### config.mk
export PLATFORM = sky130hd
export DESIGN_NAME = pipe_hazard_ctrl
export DESIGN_NICKNAME = d
export VERILOG_FILES = /design/src/rtl/pipe_pkg.sv /design/src/rtl/pipe_mem_wait_timer.sv /design/src/rtl/pipe_hazard_ctrl.sv
export SDC_FILE = /design/constraint.sdc
export NUM_CORES = 1
export LEC_CHECK = 0
export ABC_AREA = 1
export BUFFER_PORTS_ARGS = -buffer_cell sky130_fd_sc_hd__buf_2
export CORE_UTILIZATION = 48
export CTS_CLUSTER_DIAMETER = 150
export CTS_CLUSTER_SIZE = 10
export DETAILED_ROUTE_END_ITERATION = 12
export GPL_TIMING_DRIVEN = 0
export PLACE_DENSITY = 0.82
export RECOVER_POWER = 25
export SETUP_SLACK_MARGIN = 0.3
export SYNTH_ARGS = -nofsm -noshare
export SYNTH_HDL_FRONTEND = slang
export SYNTH_SLANG_ARGS = --single-unit
### constraint.sdc
create_clock -name clk -period 2.81 [get_ports clk]
set_input_delay 0.281 -clock clk [delete_from_list [all_inputs] [get_ports clk]]
set_output_delay 0.281 -clock clk [all_outputs]
set_load 0.01 [all_outputs]
### src/rtl/pipe_pkg.sv
// Shared types and constants for the pipeline hazard controller.
// Control bundles are listed in the order
// {pc_we, if_id_we, if_id_flush, id_ex_bubble, ex_mem_we, mem_wb_bubble}.
package pipe_pkg;

   localparam int REG_W = 5;
   localparam logic [REG_W-1:0] ZERO_REG = 5'd0;

   typedef enum logic [1:0] {
      RUN      = 2'd0,
      MEM_WAIT = 2'd1,
      ERR      = 2'd2
   } state_t;

   typedef struct packed {
      logic pc_we;
      logic if_id_we;
      logic if_id_flush;
      logic id_ex_bubble;
      logic ex_mem_we;
      logic mem_wb_bubble;
   } ctrl_t;

   // Safe "nothing moves, nothing commits" pattern used in reset and ERR.
   localparam ctrl_t FREEZE_CTRL = 6'b001101;
   // Memory wait: whole front end holds, MEM_WB gets a bubble.
   localparam ctrl_t HOLD_CTRL   = 6'b000001;
   // Taken branch: kill IF_ID and ID instruction, redirect PC.
   localparam ctrl_t BRANCH_CTRL = 6'b111110;
   // Load-use: hold PC/IF_ID, insert one bubble into ID_EX.
   localparam ctrl_t STALL_CTRL  = 6'b000110;
   // Normal flow.
   localparam ctrl_t GO_CTRL     = 6'b110010;

   // Saturating 16-bit increment for the statistics counters.
   function automatic logic [15:0] sat_inc16(input logic [15:0] v);
      logic [15:0] r;
      if (v == 16'hFFFF) begin
         r = v;
      end else begin
         r = v + 16'd1;
      end
      return r;
   endfunction

endpackage

### src/rtl/pipe_mem_wait_timer.sv
// Counts consecutive memory-wait cycles and flags when the limit is reached.
// The counter saturates at MEM_TIMEOUT-1 so it can never wrap.
module pipe_mem_wait_timer #(
   parameter int MEM_TIMEOUT = 16,
   parameter int CNT_W       = 5
) (
   input  logic clk,
   input  logic rst_n,
   input  logic clr,
   input  logic inc,
   output logic expired
);

   localparam logic [CNT_W-1:0] LAST_CNT = CNT_W'(MEM_TIMEOUT - 1);

   logic [CNT_W-1:0] cnt_r;

   // Wait counter: clear has priority, then saturating increment.
   always_ff @(posedge clk or negedge rst_n) begin
      if (!rst_n) begin
         cnt_r <= {CNT_W{1'b0}};
      end else if (clr) begin
         cnt_r <= {CNT_W{1'b0}};
      end else if (inc && (cnt_r != LAST_CNT)) begin
         cnt_r <= cnt_r + CNT_W'(1);
      end else begin
         cnt_r <= cnt_r;
      end
   end

   assign expired = (cnt_r == LAST_CNT);

endmodule

### src/rtl/pipe_hazard_ctrl.sv
// Pipeline hazard controller: load-use stalls, branch flushes, memory waits
// and a sticky memory-timeout error. Controls are combinational from the
// FSM state and current inputs. Optional statistics counters are built when
// HAZARD_STATS_EN is defined.
module pipe_hazard_ctrl #(
   parameter int REG_W       = pipe_pkg::REG_W,
   parameter int MEM_TIMEOUT = 16,
   parameter int CNT_W       = 5
) (
   input  logic             clk,
   input  logic             rst_n,
   input  logic [REG_W-1:0] id_rs,
   input  logic [REG_W-1:0] id_rt,
   input  logic             id_uses_rt,
   input  logic             ex_mem_read,
   input  logic [REG_W-1:0] ex_rt,
   input  logic             ex_branch_taken,
   input  logic             mem_req,
   input  logic             mem_ready,
   output logic             pc_we,
   output logic             if_id_we,
   output logic             if_id_flush,
   output logic             id_ex_bubble,
   output logic             ex_mem_we,
   output logic             mem_wb_bubble,
   output logic             timeout_err,
   output logic [1:0]       state
`ifdef HAZARD_STATS_EN
   ,
   output logic [15:0]      stall_cnt,
   output logic [15:0]      flush_cnt,
   output logic [15:0]      wait_cnt
`endif
);

   import pipe_pkg::*;

   state_t state_r;
   state_t state_nxt_s;
   ctrl_t  ctrl_s;
   logic   load_use_s;
   logic   hold_s;
   logic   expired_s;
   logic   timeout_err_r;
   logic   is_stall_s;
   logic   is_flush_s;
   logic   is_wait_s;

   // Register 0 is hard-wired, so a load targeting it never stalls.
   assign load_use_s = ex_mem_read && (ex_rt != REG_W'(ZERO_REG)) &&
                       ((ex_rt == id_rs) || (id_uses_rt && (ex_rt == id_rt)));

   // Memory still busy: either already waiting or a fresh access not done.
   assign hold_s = !mem_ready && ((state_r == MEM_WAIT) || mem_req);

   pipe_mem_wait_timer #(
      .MEM_TIMEOUT (MEM_TIMEOUT),
      .CNT_W       (CNT_W)
   ) u_timer (
      .clk     (clk),
      .rst_n   (rst_n),
      .clr     (state_r != MEM_WAIT),
      .inc     (state_r == MEM_WAIT),
      .expired (expired_s)
   );

   // FSM state register.
   always_ff @(posedge clk or negedge rst_n) begin
      if (!rst_n) begin
         state_r <= RUN;
      end else begin
         state_r <= state_nxt_s;
      end
   end

   // FSM next-state logic.
   always_comb begin
      state_nxt_s = state_r;
      case (state_r)
         RUN: begin
            if (mem_req && !mem_ready) begin
               state_nxt_s = MEM_WAIT;
            end else begin
               state_nxt_s = RUN;
            end
         end
         MEM_WAIT: begin
            if (mem_ready) begin
               state_nxt_s = RUN;
            end else if (expired_s) begin
               state_nxt_s = ERR;
            end else begin
               state_nxt_s = MEM_WAIT;
            end
         end
         ERR: begin
            state_nxt_s = ERR;
         end
         default: begin
            state_nxt_s = RUN;
         end
      endcase
   end

   // Pipeline controls, priority ERR > memory wait > branch > load-use.
   always_comb begin
      ctrl_s     = GO_CTRL;
      is_stall_s = 1'b0;
      is_flush_s = 1'b0;
      is_wait_s  = 1'b0;
      if (!rst_n) begin
         ctrl_s = FREEZE_CTRL;
      end else if (state_r == ERR) begin
         ctrl_s = FREEZE_CTRL;
      end else if (hold_s) begin
         ctrl_s    = HOLD_CTRL;
         is_wait_s = 1'b1;
      end else if (ex_branch_taken) begin
         ctrl_s     = BRANCH_CTRL;
         is_flush_s = 1'b1;
      end else if (load_use_s) begin
         ctrl_s     = STALL_CTRL;
         is_stall_s = 1'b1;
      end else begin
         ctrl_s = GO_CTRL;
      end
   end

   // Sticky timeout flag, raised together with the transition into ERR.
   always_ff @(posedge clk or negedge rst_n) begin
      if (!rst_n) begin
         timeout_err_r <= 1'b0;
      end else if ((state_r == MEM_WAIT) && !mem_ready && expired_s) begin
         timeout_err_r <= 1'b1;
      end else begin
         timeout_err_r <= timeout_err_r;
      end
   end

   assign pc_we         = ctrl_s.pc_we;
   assign if_id_we      = ctrl_s.if_id_we;
   assign if_id_flush   = ctrl_s.if_id_flush;
   assign id_ex_bubble  = ctrl_s.id_ex_bubble;
   assign ex_mem_we     = ctrl_s.ex_mem_we;
   assign mem_wb_bubble = ctrl_s.mem_wb_bubble;
   assign timeout_err   = timeout_err_r;
   assign state         = state_r;

`ifdef HAZARD_STATS_EN
   logic [15:0] stall_cnt_r;
   logic [15:0] flush_cnt_r;
   logic [15:0] wait_cnt_r;

   // Saturating event counters for load-use bubbles, flushes and wait cycles.
   always_ff @(posedge clk or negedge rst_n) begin
      if (!rst_n) begin
         stall_cnt_r <= 16'd0;
         flush_cnt_r <= 16'd0;
         wait_cnt_r  <= 16'd0;
      end else begin
         stall_cnt_r <= is_stall_s ? sat_inc16(stall_cnt_r) : stall_cnt_r;
         flush_cnt_r <= is_flush_s ? sat_inc16(flush_cnt_r) : flush_cnt_r;
         wait_cnt_r  <= is_wait_s  ? sat_inc16(wait_cnt_r)  : wait_cnt_r;
      end
   end

   assign stall_cnt = stall_cnt_r;
   assign flush_cnt = flush_cnt_r;
   assign wait_cnt  = wait_cnt_r;
`else
   logic unused_stats_s;
   assign unused_stats_s = is_stall_s ^ is_flush_s ^ is_wait_s;
`endif

endmodule

Yosys cells after proc, flatten, opt, wreduce, memory -nomap -nowiden
Index checks and enable logic that the tools add are counted.
{ "word_totals": {"out_inout_bits": 9, "register_bits": 8, "inputBits": 22, "wordCells": 36} }
{ "op_classes": {"reduce_logical": 14, "addsub": 1, "mux": 11, "eq_ne": 7} }
{ "op_table": {"columns": ["operator", "n"], "rows": [
  ["$mux W6", 5],
  ["$eq A5 B5 Y1", 2],
  ["$mux W5", 2],
  ["$logic_and A1 B1 Y1", 8],
  ["$pmux W2 S3", 1],
  ["$add A5 B1 Y5 const B", 1],
  ["$eq A5 B4 Y1 const B", 1],
  ["$ne A5 B4 Y1 const B", 1],
  ["$reduce_bool A5 Y1", 1],
  ["$mux W2", 2],
  ["$eq A2 B1 Y1 const B", 1],
  ["$eq A2 B2 Y1 const B", 1],
  ["$logic_not A2 Y1", 1],
  ["$logic_or A1 B1 Y1", 2],
  ["$ne A2 B1 Y1 const B", 1],
  ["$reduce_bool A2 Y1", 1],
  ["$logic_not A1 Y1", 1],
  ["$mux W1", 1]
]} }

Logic depth before layout (Yosys ltp)
{ "depth": {"depth_word": 9, "mapped_depth": 11, "ltp_nobuf": 10} }

By module
A second synthesis with hierarchy kept.
{ "unflattened": {"hier_cells": 115, "area_unflattened_um2": 674.4} }
{ "by_module_without_submodules": {"columns": ["module", "cells_each", "area_per_inst_um2", "n_inst", "seq_area_each_um2"], "rows": [
  ["pipe_hazard_ctrl", 79, 406.6, 1, 75.1],
  ["pipe_mem_wait_timer", 36, 267.8, 1, 125.1]
]} }

Least setup slack after synthesis
Ideal clock, no wire load.
{ "synth_path": {"kind": "register to register", "from": "register u_timer.cnt_r[0]", "to": "register u_timer.cnt_r[3]", "setup_time_ps": 123, "required_time_ps": 2687, "arrival_time_ps": 1333, "path_stages_with_launch": 9, "path_buffers": 0, "slack_ps": 1353, "path_cell_list": "dfrtp_1 ha_1 inv_1 nor3_1 ha_1 inv_1 nand4_1 o21ai_0 a21oi_1"} }
{ "synth_between": {"elab_chain_len": 3} }
{ "synth_lines": {"columns": ["element", "line", "text"], "rows": [
  ["from (decl)", "pipe_mem_wait_timer.sv:16", "logic [CNT_W-1:0] cnt_r;"],
  ["from (signal assigned)", "pipe_mem_wait_timer.sv:21", "cnt_r <= {CNT_W{1'b0}};"],
  ["from (signal assigned)", "pipe_mem_wait_timer.sv:23", "cnt_r <= {CNT_W{1'b0}};"],
  ["from (signal assigned)", "pipe_mem_wait_timer.sv:25", "cnt_r <= cnt_r + CNT_W'(1);"],
  ["$add A5 B1 Y5 or $ne A5 B4 Y1 (tied branches)", "pipe_mem_wait_timer.sv:25, pipe_mem_wait_timer.sv:24", null],
  ["$mux W5 or $logic_and A1 B1 Y1 (tied branches)", "pipe_mem_wait_timer.sv:24", "end else if (inc && (cnt_r != LAST_CNT)) begin"],
  ["$mux W5 or $reduce_bool A2 Y1 (tied branches)", null, null]
]} }
Several ways; a longest one is shown, not always the timed one. The select of a mux whose other input is x is not followed.
A chain may end at the register's enable or synchronous reset.

Worst setup path after layout
{ "layout_path": {"from": "input port rst_n", "to": "output port pc_we"} }
{ "layout_between": {"elab_chain_len": 1} }
{ "layout_lines": {"columns": ["element", "line", "text"], "rows": [
  ["from (decl)", "pipe_hazard_ctrl.sv:11", "input logic rst_n,"],
  ["$mux W6", "pipe_hazard_ctrl.sv:111", "if (!rst_n) begin"],
  ["to (decl)", "pipe_hazard_ctrl.sv:20", "output logic pc_we,"]
]} }
Every way passes these cells.

==> impl_metrics.py <==
metrics = {
    "global_routing": {
        "grt_first_pass_wirelength_um": 2083,
        "grt_max_degree": 10,
        "grtUsageMet3_pct": 6.818,
        "grt.total_usage_pct": 20.38,
        "grt_antenna_before_repair": 0,
        "grt-ovfl-total": 0,
        "grt.busiest_layer": "met2",
        "use_met1_pct": 23.61,
        "global_route.usage.met2_pct": 32.79,
        "grt_pass1_vias": 550,
    },
    "floorplan": {
        "fp.dieW_um": 39.59,
        "die_h_um": 39.59,
        "core_um2": 1301,
        "rows": 13,
        "pin_count": 31,
        "initial_core_util_pct": 52.12,
        "die_area_um2": 1567,
    },
    "layout": {
        "drive_gt1_share_pct": 31.91,
        "nFillCells": 122,
        "final_cells": 156,
        "antennaDiodeCount": 0,
        "area_growth_pct": 29.52,
        "fin_util_pct": 67.50,
        "nets": 167,
    },
    "power_and_ir_drop": {
        "switching_share_pct": 31.47,
        "intPower_uw": 210.7,
        "seq_power_share_pct": 41.4,
        "leakagePower_uw": 0.0005500,
        "power.switching_uw": 96.76,
        "peakVddDrop_mv": 0.2603,
        "p_comb_share_pct": 30.2,
        "clockPowerShare_pct": 28.5,
        "power_per_cell_area_nw_per_um2": 350.0,
    },
    "yosys": {
        "netlist_top_cells_count": "33 x nand2_1, 22 x inv_1, 8 x dfrtp_1, 8 x nor2_1",
        "synth_edf_count": 0,
        "synth_warnings": 0,
        "postSynthAreaPerCell_um2": 6.338,
        "syn_nets": 131,
        "yosysMostFrequentCell": "nand2_1",
        "synth.top_cell.area_share_pct": 29.52,
        "synth.yosys.seq_area_share_pct": 29.52,
        "yosysTopAreaCell": "dfrtp_1",
        "synthCells": 107,
        "yosysUniqueCellTypes": 20,
        "synthArstFlopShare_pct": 100.0,
        "synth-main-ff-cell": "dfrtp_1",
        "netlist_area_um2": 678.2,
        "synthTopCellsByArea": "dfrtp_1 30%, nand2_1 18%, inv_1 12%, nand2_4 6.6%, nor2_1 4.4%",
        "ys_ff_latch": 8,
    },
    "timing": {
        "skew_ps": 12.90,
        "slew_headroom_pct": 67.59,
        "setup-violations-final": 0,
        "setup_ws_ps": 641.7,
        "finalMaxSlewViolations": 0,
        "whs_ps": 372.1,
        "finalSetupTns_ps": 0,
        "layout_min_cycle_time_ps": 2168,
        "hold_viol_final": 0,
        "rsz0062_at_grt": "no",
        "worstMarginPinSlew_ps": 486.2,
        "fmax_mhz": 461.2,
        "period_share_pct": 77.16,
    },
    "clock_tree": {
        "cts_tree": "yes",
        "hold_buffers": 1,
        "cts.sinks": 8,
        "clock_path_buffers": 2,
        "cts_max_level": 1,
        "insertion_delay_ps": 260,
        "cts_root_buf": "clkbuf_4",
        "path_clk_slew_ps": 60,
        "cts_setup_buffers": 0,
        "cts_resized": 0,
        "numCtsBuffers": 3,
    },
    "critical_path": {
        "worstReg2RegStart": "u_timer.cnt_r[0]$_DFFE_PN0P_",
        "critPathMaxFanout": 9,
        "worst_ep_arrival_time_ps": 1890,
        "crit_type": "input pin to primary output",
        "worst_ep_required_time_ps": 2530,
        "r2r-end": "u_timer.cnt_r[3]$_DFFE_PN0P_",
        "r2r_cells": 8,
        "cp-start-kind": "input pin",
        "end_kind": "primary output",
        "ff2ff_setup_slack_ps": 1210,
    },
    "hold_path": {
        "hp-start": "mem_ready",
        "hold_depth": 4,
        "holdPathEnd": "timeout_err$_DFFE_PN0P_",
        "hold_class": "input pin to flip-flop",
    },
    "outcome": {
        "outcome": "finished clean",
    },
    "routing": {
        "drcViolationCount": 0,
        "num_vias": 726,
        "drtPass1Iterations": 4,
        "drt-vias-per-instance": 4.654,
        "avgRoutedWirePerCell_um": 8.545,
        "wl_um": 1333,
        "drt-initial-drc-count": 18,
        "ant_nets": 0,
    },
    "place": {
        "gp_congestion": 0.7115,
        "port_buffers": 30,
        "dp.cells": 152,
        "hpwl_um": 1144,
        "place_ws_ps": 1219,
    },
    "job": {
        "drv_cap": 0,
    },
}
-- stage by stage --
stage	cell area, um^2	total power, uW
floorplan	678.2	184.8
global placement	847.1	218.3
detailed placement	847.1	221.7
CTS	879.6	310.4
global route	878.3	330.8
finish	878.3	307.4
-- critical path, stage by stage --
cell           delay (ps)
dlygate4sd3_1         520
clkbuf_1              390
o21a_1                280
nand2_4                70
inv_2                  50
nand2_1                40
inv_1                  60
buf_4                  90
buf_2                 110
-- layout by cell type (no fill, tap or decap) --
cell type / synthesis / layout
xor2_1: 1 / 1
dfrtp_1: 8 / 8
o32ai_1: 1 / 1
buf_4: 1 / 1
nor3_1: 3 / 3
ha_1: 2 / 2
inv_1: 22 / 22
buf_2: 0 / 29
clkbuf_1: 0 / 1
nor2_1: 8 / 8
a21oi_1: 3 / 3
inv_4: 2 / 2
inv_2: 5 / 5
a211oi_1: 1 / 1
nand2_4: 4 / 4
dlygate4sd3_1: 0 / 1
o21ai_0: 3 / 3
nand3_1: 5 / 5
nand4_1: 2 / 2
o21ai_2: 1 / 1
xnor2_1: 1 / 1
o21a_1: 1 / 1
nand2_1: 33 / 33
clkbuf_4: 0 / 3
-- cells by family (layout without fill, tap and decap cells) --
| logic type | count (synthesis) | count (layout) | synth area share [%] |
|---|---|---|---|
| compound gates | 10 | 10 | 9.225 |
| xor+xnor | 2 | 2 | 2.583 |
| fa+ha+maj | 2 | 2 | 3.689 |
| buf+inv | 30 | 64 | 17.90 |
| flops | 8 | 8 | 29.52 |
| simple gates | 55 | 55 | 37.08 |
-- final cells by class --
type,instances,area [um^2],share of cell area (%)
Tap cell,15,18.77,2.137
Sequential cell,8,200.2,22.79
Multi-Input combinational cell,69,356.6,40.60
Timing Repair Buffer,31,158.9,18.09
Inverter,29,113.9,12.96
Clock buffer,3,22.52,2.564
Buffer,1,7.507,0.8547
-- how the worst max path moves through the flow --
stage	startpoint	endpoint	cells after the start	slack (ps)
global placement	u_timer.cnt_r[0]$_DFFE_PN0P_	u_timer.cnt_r[3]$_DFFE_PN0P_	8	1240
detailed placement	u_timer.cnt_r[0]$_DFFE_PN0P_	u_timer.cnt_r[3]$_DFFE_PN0P_	8	1220
floorplan	u_timer.cnt_r[0]$_DFFE_PN0P_	u_timer.cnt_r[3]$_DFFE_PN0P_	8	1350
CTS	rst_n	pc_we	9	840
global route	rst_n	pc_we	9	450
finish	rst_n	pc_we	9	640
-- metal layers --
metal,part of all wire (%),up-vias
li1,-,393
met3,4.4,2
met5,0,-
met4,1.4,0
met2,51,18
met1,43,313
-- power by group through the flow --
stage	Sequential (uW)	Clock [uW]	Combinational, uW
detailed placement	129	0	92.7
global route	128	97.2	106
CTS	127	89.4	94.0
finish	127	87.5	92.8
floorplan	129	0	56.0
global placement	128	0	89.9
-- sequential cells by signal, summed over array words and instances (netlist names) --
| register | flops |
|---|---|
| state | 2 |
| timeout_err | 1 |
| u_timer.cnt_r | 5 |
No activity file was read; power rests on OpenSTA's default activity.
